File: src/rtl/seq_comparer.sv
// Multi-cycle magnitude comparator: walks the operands CHUNK bits per cycle, MSB chunk first.
// Optional macro SEQ_COMPARER_EARLY_EXIT_EN: finish at the first differing chunk instead of after all NCH chunks.
module seq_comparer #(
    parameter int WIDTH = 32,
    parameter int CHUNK = 8
) (
    input  logic             clk,
    input  logic             reset,
    input  logic             start,
    input  logic             sgn,
    input  logic [WIDTH-1:0] a,
    input  logic [WIDTH-1:0] b,
    output logic             busy,
    output logic             done,
    output logic [2:0]       f
);

    localparam int NCH  = WIDTH / CHUNK;
    localparam int IDXW = (NCH > 1) ? $clog2(NCH) : 1;

    localparam logic [2:0] RES_GT = 3'b100;
    localparam logic [2:0] RES_LT = 3'b010;
    localparam logic [2:0] RES_EQ = 3'b001;

    if ((WIDTH % CHUNK) != 0 || NCH < 1) begin : g_bad_param
        $error("seq_comparer: WIDTH must be a positive multiple of CHUNK");
    end

    typedef enum logic {
        S_IDLE = 1'b0,
        S_RUN  = 1'b1
    } state_t;

    state_t            r_state;
    state_t            w_state_next;
    logic [IDXW-1:0]   r_idx;
    logic [IDXW-1:0]   w_idx_next;
    logic [WIDTH-1:0]  r_a;
    logic [WIDTH-1:0]  w_a_next;
    logic [WIDTH-1:0]  r_b;
    logic [WIDTH-1:0]  w_b_next;
    logic              r_sgn;
    logic              w_sgn_next;
    logic              r_decided;
    logic              w_decided_next;
    logic [2:0]        r_res;
    logic [2:0]        w_res_next;
    logic [2:0]        r_f;
    logic [2:0]        w_f_next;
    logic              r_done;
    logic              w_done_next;

    logic [CHUNK-1:0]  w_chunk_a [NCH];
    logic [CHUNK-1:0]  w_chunk_b [NCH];
    logic [CHUNK-1:0]  w_sign_mask;
    logic [CHUNK-1:0]  w_cur_a;
    logic [CHUNK-1:0]  w_cur_b;
    logic              w_gt;
    logic              w_lt;
    logic              w_last;
    logic              w_finish;
    logic [2:0]        w_step_res;

    // Flipping the sign bit maps two's-complement order onto unsigned order.
    assign w_sign_mask = CHUNK'(r_sgn) << (CHUNK - 1);

    for (genvar gi = 0; gi < NCH; gi++) begin : g_chunk
        if (gi == NCH - 1) begin : g_top
            assign w_chunk_a[gi] = r_a[gi*CHUNK +: CHUNK] ^ w_sign_mask;
            assign w_chunk_b[gi] = r_b[gi*CHUNK +: CHUNK] ^ w_sign_mask;
        end else begin : g_low
            assign w_chunk_a[gi] = r_a[gi*CHUNK +: CHUNK];
            assign w_chunk_b[gi] = r_b[gi*CHUNK +: CHUNK];
        end
    end

    assign w_cur_a = w_chunk_a[r_idx];
    assign w_cur_b = w_chunk_b[r_idx];
    assign w_gt    = (w_cur_a > w_cur_b);
    assign w_lt    = (w_cur_a < w_cur_b);
    assign w_last  = (r_idx == '0);

    // Once a chunk has differed, lower chunks can no longer change the verdict.
    always_comb begin
        w_step_res = RES_EQ;
        if (r_decided) begin
            w_step_res = r_res;
        end else if (w_gt) begin
            w_step_res = RES_GT;
        end else if (w_lt) begin
            w_step_res = RES_LT;
        end
    end

`ifdef SEQ_COMPARER_EARLY_EXIT_EN
    assign w_finish = w_last || w_gt || w_lt;
`else
    assign w_finish = w_last;
`endif

    always_comb begin
        w_state_next   = r_state;
        w_idx_next     = r_idx;
        w_a_next       = r_a;
        w_b_next       = r_b;
        w_sgn_next     = r_sgn;
        w_decided_next = r_decided;
        w_res_next     = r_res;
        w_f_next       = r_f;
        w_done_next    = 1'b0;

        case (r_state)
            S_IDLE: begin
                if (start) begin
                    w_a_next       = a;
                    w_b_next       = b;
                    w_sgn_next     = sgn;
                    w_idx_next     = IDXW'(NCH - 1);
                    w_decided_next = 1'b0;
                    w_res_next     = RES_EQ;
                    w_state_next   = S_RUN;
                end
            end
            S_RUN: begin
                w_decided_next = r_decided || w_gt || w_lt;
                w_res_next     = w_step_res;
                if (w_finish) begin
                    w_state_next = S_IDLE;
                    w_f_next     = w_step_res;
                    w_done_next  = 1'b1;
                    w_idx_next   = '0;
                end else begin
                    w_idx_next   = r_idx - IDXW'(1);
                end
            end
            default: begin
                w_state_next = S_IDLE;
            end
        endcase
    end

    always_ff @(posedge clk) begin
        if (reset) begin
            r_state   <= S_IDLE;
            r_idx     <= '0;
            r_a       <= '0;
            r_b       <= '0;
            r_sgn     <= 1'b0;
            r_decided <= 1'b0;
            r_res     <= 3'b000;
            r_f       <= 3'b000;
            r_done    <= 1'b0;
        end else begin
            r_state   <= w_state_next;
            r_idx     <= w_idx_next;
            r_a       <= w_a_next;
            r_b       <= w_b_next;
            r_sgn     <= w_sgn_next;
            r_decided <= w_decided_next;
            r_res     <= w_res_next;
            r_f       <= w_f_next;
            r_done    <= w_done_next;
        end
    end

    assign busy = (r_state == S_RUN);
    assign done = r_done;
    assign f    = r_f;

endmodule
File: config.mk
export PLATFORM = sky130hd
export DESIGN_NAME = seq_comparer
export DESIGN_NICKNAME = d
export VERILOG_FILES = /design/src/rtl/seq_comparer.sv
export SDC_FILE = /design/constraint.sdc
export NUM_CORES = 1
export LEC_CHECK = 0
export CAP_MARGIN = 0
export CORE_ASPECT_RATIO = 1.5
export CORE_MARGIN = 1
export CORE_UTILIZATION = 45
export CTS_CLUSTER_DIAMETER = 200
export DETAILED_ROUTE_END_ITERATION = 6
export MAX_ROUTING_LAYER = met4
export PLACE_DENSITY = 0.74
export SLEW_MARGIN = 0
export SYNTH_ARGS = -nofsm -noshare
export SYNTH_HDL_FRONTEND = slang
export SYNTH_SLANG_ARGS = --single-unit
File: constraint.sdc
create_clock -name clk -period 2.8 [get_ports clk]
set_clock_uncertainty 0.2 [all_clocks]
set_input_delay 0.28 -clock clk [delete_from_list [all_inputs] [get_ports clk]]
set_output_delay 0.28 -clock clk [all_outputs]
set_load 0.005 [all_outputs]
==> results of run 1 <==
==> through the flow <==
stage / setup WS, ns / instances / hold slack [ns] / total power [mW] / util [%]
after floorplan: 0.0249 / 390 / 0.216 / 1.51 / -
after global placement: 0.198 / 537 / 0.240 / 1.70 / 58.8
after detailed placement: 0.0836 / 537 / 0.245 / 1.71 / 58.8
after CTS: 0.0694 / 553 / 0.107 / 2.73 / 62.4
after global routing: 0.0451 / 553 / 0.137 / 2.84 / 62.5
final: 0.171 / 553 / 0.112 / 2.72 / 62.5
==> what timing repair did <==
action | 4_1_cts | 5_1_grt
endpoints found under the setup margin | 0 | 5
endpoints found under the hold margin | 0 | 0
resized for setup | 0 | 2
hold buffers | 0 | 0
buffers inserted | 0 | 0
==> synthesized netlist by cell type (all sizes together) <==
library cell,count,area (µm²)
ha,8,100
and3,1,6.26
and4,1,8.76
xor2,2,17.5
or3,1,6.26
nand2,135,507
mux2,1,11.3
clkbuf,23,86.3
dfxtp,76,1520
o221a,1,11.3
nand2b,3,26.3
a21oi,74,370
nor3,3,15.0
nor3b,1,7.51
o31ai,3,22.5
o21ai,4,20.0
nand3b,1,7.51
nand4,3,18.8
o221ai,1,8.76
buf,6,31.3
nor2,3,11.3
inv,12,45.0
mux4,16,360
and2,1,6.26
a31oi,1,6.26
nand3,1,5.00
nor2b,1,6.26
o22ai,1,12.5
a211oi,1,7.51
a21o,3,22.5
or3b,1,8.76
o211ai,1,7.51
==> worst max path at each step <==
| stage | startpoint | to | slack [ns] |
|---|---|---|---|
| floorplan | r_idx[0]$_SDFFE_PP0P_ | f[0]$_SDFFE_PP0P_ | 0.02 |
| global placement | r_idx[1]$_SDFFE_PP0P_ | r_decided$_SDFFE_PP0P_ | 0.20 |
| detailed placement | r_idx[1]$_SDFFE_PP0P_ | f[0]$_SDFFE_PP0P_ | 0.08 |
| CTS | r_idx[1]$_SDFFE_PP0P_ | f[0]$_SDFFE_PP0P_ | 0.07 |
| global route | r_idx[0]$_SDFFE_PP0P_ | r_decided$_SDFFE_PP0P_ | 0.05 |
| finish | r_idx[0]$_SDFFE_PP0P_ | f[0]$_SDFFE_PP0P_ | 0.17 |
==> per-layer routing <==
layer,global-route usage (%),routed length (µm),vias up
li1,-,-,1439
met1,24.0,3090,1319
met2,37.6,3970,77
met3,3.57,223,23
met4,13.7,321,0
met5,-,0,-
==> final cells by class <==
class / count / area (µm²) / share of cell area, %
sequential: 76 / 1520 / 34.9
multi-input combinational: 273 / 1640 / 37.4
clock buffer: 12 / 155 / 3.55
clock inverter: 4 / 95.1 / 2.18
tap: 97 / 121 / 2.78
timing repair buffer: 79 / 793 / 18.2
inverter: 12 / 45.0 / 1.03
==> power by group <==
group / switching, mW / internal (mW)
clock network: 0.378 / 0.640
logic: 0.229 / 0.253
registers: 0.0577 / 1.16
==> logic make-up (layout without fill, tap and decap cells) <==
family,Yosys count,in the layout,synth area share (%)
multiplexers,17,17,11.3
buffers and inverters,41,107,4.92
flip-flops,76,76,46.1
AO/OA/AOI/OAI,90,90,14.8
XOR/XNOR,2,2,0.530
adder cells (fa/ha/maj),8,8,3.03
AND/OR/NAND/NOR,156,156,19.4
==> worst max-delay path, cell delays in order, from the launching register on <==
cell,delay (ns)
dfxtp_1,0.37
buf_12,0.19
mux4_2,0.53
ha_1,0.31
and4_1,0.24
nand3_1,0.14
o221a_2,0.30
o31ai_1,0.25
==> registers in the layout, indices dropped and copies added, names as in the netlist <==
register	flops
done	1
r_b	32
busy	1
r_res	3
f	3
r_idx	2
r_a	32
r_decided	1
r_sgn	1
==> results.json, run 1 <==
{
  "status": "finished, final reports clean",
  "synth_cell_type_count": 35,
  "grt_max_degree": 56,
  "placed_area_um2": 4110,
  "worstPathArrival_ns": 2.68,
  "syn-num-nets": 466,
  "clk_latency_ns": 0.34,
  "grt_pass1_vias": 2750,
  "ff2ff_path_depth": 7,
  "crit_type": "flip-flop to flip-flop",
  "avgSynthCellArea_um2": 8.47,
  "fp-row-count": 37,
  "grt_pass1_wl_mm": 12.5,
  "rsz0062_at_grt": "no",
  "tns_ns": 0,
  "dr.pass1.iters": 5,
  "final_cell_mix": "nand2_1 (134), dfxtp_1 (75), a21oi_1 (74)",
  "final-setup-viol-count": 0,
  "viasPerCell": 5.17,
  "synth_seq_area_share_pct": 46.1,
  "relSlewSlack_pct": 70.5,
  "htreeDepth": 3,
  "core_um2": 6990,
  "timing.rr.end": "f[0]$_SDFFE_PP0P_",
  "syn-cell-area_um2": 3300,
  "path_clk_slew_ns": 0.08,
  "ys_warn_count": 0,
  "diodes": 0,
  "routabilityCongestion": 0.849,
  "antenna_found_initial": 0,
  "clockBufferDepth": 2,
  "power_density_nw_per_um2": 622,
  "fin_crit_sh_pct": 93.9,
  "hp-class": "primary input to flip-flop",
  "post_drt_wl_per_cell_um": 13.8,
  "end_kind": "flip-flop",
  "holdPathStages": 4,
  "initial_core_util_pct": 47.3,
  "nFillCells": 607,
  "fmax_mhz": 380,
  "tritoncts": "done",
  "hold_viol_final": 0,
  "leakage_nw": 1.66,
  "die_y_um": 107,
  "worst_setup_path_start_kind": "flip-flop",
  "rr_startpoint": "r_idx[0]$_SDFFE_PP0P_",
  "drv_cap": 0,
  "finalNetCount": 527,
  "synthCells": 390,
  "drv_slew": 0,
  "drcViolationCount": 0,
  "period_needed_ns": 2.63,
  "reg2reg_slack_ns": 0.17,
  "numCtsBuffers": 9,
  "top_level_ports": 73,
  "final_cell_area_um2": 4370,
  "ant_nets": 0,
  "grt_use_total_pct": 22.2,
  "initialDrtViolationCount": 124,
  "synth-seq-cells": 76,
  "gr-total-overflow": 0,
  "final_common_cell": "nand2_1",
  "area_delta_synth_final_pct": 32.2,
  "wirelength_mm": 7.60,
  "port_buffers": 72,
  "required_ns": 2.85,
  "dieArea_um2": 7690,
  "cts.sinks": 76,
  "routed-via-count": 2858,
  "drive_above_1_share_pct": 10.3,
  "max_slew.worst_pin.slew_ns": 0.441,
  "clockRootBuffer": "clkbuf_8",
  "min-delay-start": "reset",
  "peakVddDrop_mv": 0.314,
  "cp_max_fo": 21,
  "dp_hpwl_mm": 5.56,
  "die-width_um": 72.0,
  "hold_end": "f[0]$_SDFFE_PP0P_"
}
No activity file was read; power rests on OpenSTA's default activity.
==> inputs of run 2 (changes only) <==
- CORE_MARGIN: 1 -> 2
==> run 2 against run 1 <==
Net effect: sequential power barely moved; routed wire length rose by 1.1%; global-route usage fell by 1.1 points; clock-buffer cell count rose by 1; largest power group unchanged; highest routed layer unchanged.
==> results.json, run 2 (synthesized netlist as in run 1, its figures left out) <==
{
  "end_kind": "flip-flop",
  "clk_latency_ns": 0.34,
  "ant_nets": 0,
  "viasPerCell": 5.12,
  "initial_core_util_pct": 46.0,
  "drv_cap": 0,
  "die_y_um": 109,
  "drive_above_1_share_pct": 10.5,
  "power_density_nw_per_um2": 569,
  "core_um2": 7180,
  "clockRootBuffer": "clkbuf_8",
  "tns_ns": 0,
  "die-width_um": 74.0,
  "cts.sinks": 76,
  "grt_max_degree": 43,
  "reg2reg_slack_ns": 0.18,
  "max_slew.worst_pin.slew_ns": 0.759,
  "ctsResizeCount": 0,
  "numCtsBuffers": 9,
  "drv_slew": 0,
  "final_common_cell": "nand2_1",
  "sw_frac_of_total_pct": 27.2,
  "nFillCells": 651,
  "path_clk_slew_ns": 0.07,
  "initialDrtViolationCount": 183,
  "dp_hpwl_mm": 5.73,
  "intPower_mw": 1.78,
  "antenna_found_initial": 0,
  "worstPathArrival_ns": 2.67,
  "htreeDepth": 3,
  "largestRegisters": "r_a (32), r_b (32)",
  "post_drt_wl_per_cell_um": 13.8,
  "port_buffers": 72,
  "fp-row-count": 38,
  "fin_crit_sh_pct": 93.7,
  "pre_cts_ws_ns": 0.159,
  "grt_pass1_wl_mm": 12.4,
  "clockBufferDepth": 2,
  "tritoncts": "done",
  "cts_hold_buf": 0,
  "rsz0062_at_grt": "no",
  "drcViolationCount": 0,
  "required_ns": 2.85,
  "power.switching_mw": 0.668,
  "setup_slack_ns": 0.177,
  "grt_pass1_vias": 2727,
  "timing.hold.ws_ns": 0.257,
  "routed-via-count": 2862,
  "crit_type": "flip-flop to flip-flop",
  "cp_max_fo": 13,
  "p_seq_share_pct": 49.2,
  "gr-total-overflow": 0,
  "status": "finished, final reports clean",
  "routabilityCongestion": 0.870,
  "area_delta_synth_final_pct": 30.5,
  "final-setup-viol-count": 0,
  "grt_use_total_pct": 21.1,
  "dieArea_um2": 8060,
  "fmax_mhz": 381,
  "top_level_ports": 73,
  "hold_viol_final": 0,
  "period_needed_ns": 2.62,
  "dr.pass1.iters": 5,
  "final_cell_mix": "nand2_1 (134), dfxtp_1 (76), a21oi_1 (74)",
  "post_cts_buffers": 0,
  "peakVddDrop_mv": 0.327,
  "diodes": 0,
  "relSlewSlack_pct": 49.4,
  "p_clk_share_pct": 30.8,
  "final_util_pct": 60.0,
  "hp-class": "flip-flop to flip-flop",
  "leakage_nw": 1.63,
  "comb_power_share_pct": 20.0,
  "finalNetCount": 530,
  "wirelength_mm": 7.69,
  "worst_setup_path_start_kind": "flip-flop",
  "total_power_mw": 2.45
}
## run 2: changes by cell type in the layout (fill, tap and decap cells not counted)
cell,previous run,this run
bufinv_16,3,0
buf_4,5,9
dfxtp_2,1,0
dfxtp_1,75,76
clkinvlp_4,0,1
buf_12,2,1
clkbuf_1,1,2
clkinv_4,0,1
## run 2: path summary, 6_finish.rpt
check                         endpoint  cells past startpoint             startpoint
hold reg to reg   r_a[27]$_SDFFE_PP0P_                      2   r_a[27]$_SDFFE_PP0P_
setup reg to reg     f[0]$_SDFFE_PP0P_                      7  r_idx[0]$_SDFFE_PP0P_
hold / removal    r_a[27]$_SDFFE_PP0P_                      2   r_a[27]$_SDFFE_PP0P_
setup / recovery     f[0]$_SDFFE_PP0P_                      7  r_idx[0]$_SDFFE_PP0P_
## run 2: worst max-delay path, cell delays in order (launching register included)
cell,delay [ns]
dfxtp_1,0.33
buf_4,0.25
mux4_2,0.54
ha_1,0.32
and4_1,0.24
nand3_1,0.14
o221a_2,0.30
o31ai_1,0.23
## run 2: final cells by class
class	count	area, µm²	share of cell area (%)
Clock buffer	13	159	3.69
Clock inverter	3	21.3	0.493
Inverter	12	45.0	1.04
Multi-Input combinational cell	273	1640	37.9
Sequential cell	76	1520	35.3
Tap cell	100	125	2.90
Timing Repair Buffer	82	803	18.6
## run 2: metrics by stage
step | area, µm² | cells
global route | 4310 | 559
detailed placement | 4120 | 543
CTS | 4300 | 559
global placement | 4120 | 543
finish | 4310 | 559
floorplan | 3300 | 390
## run 2: power groups by stage
stage	clock [mW]	combinational (mW)	sequential (mW)
2_1_floorplan	0	0.306	1.21
3_3_place_gp	0	0.471	1.23
3_5_place_dp	0	0.485	1.23
4_1_cts	0.767	0.488	1.21
5_1_grt	0.814	0.541	1.22
6_report	0.754	0.490	1.21
## run 2: routing by layer
metal  wire length (µm)  up-vias  global-route usage (%)  part of all wire (%)
li1                   -     1448                       -                     -
met1               3170     1346                    24.1                    41
met2               4140       61                    36.4                    54
met3                281        7                    4.44                   3.7
met4                 95        0                    6.75                   1.2
met5                  0        -                       -                     0
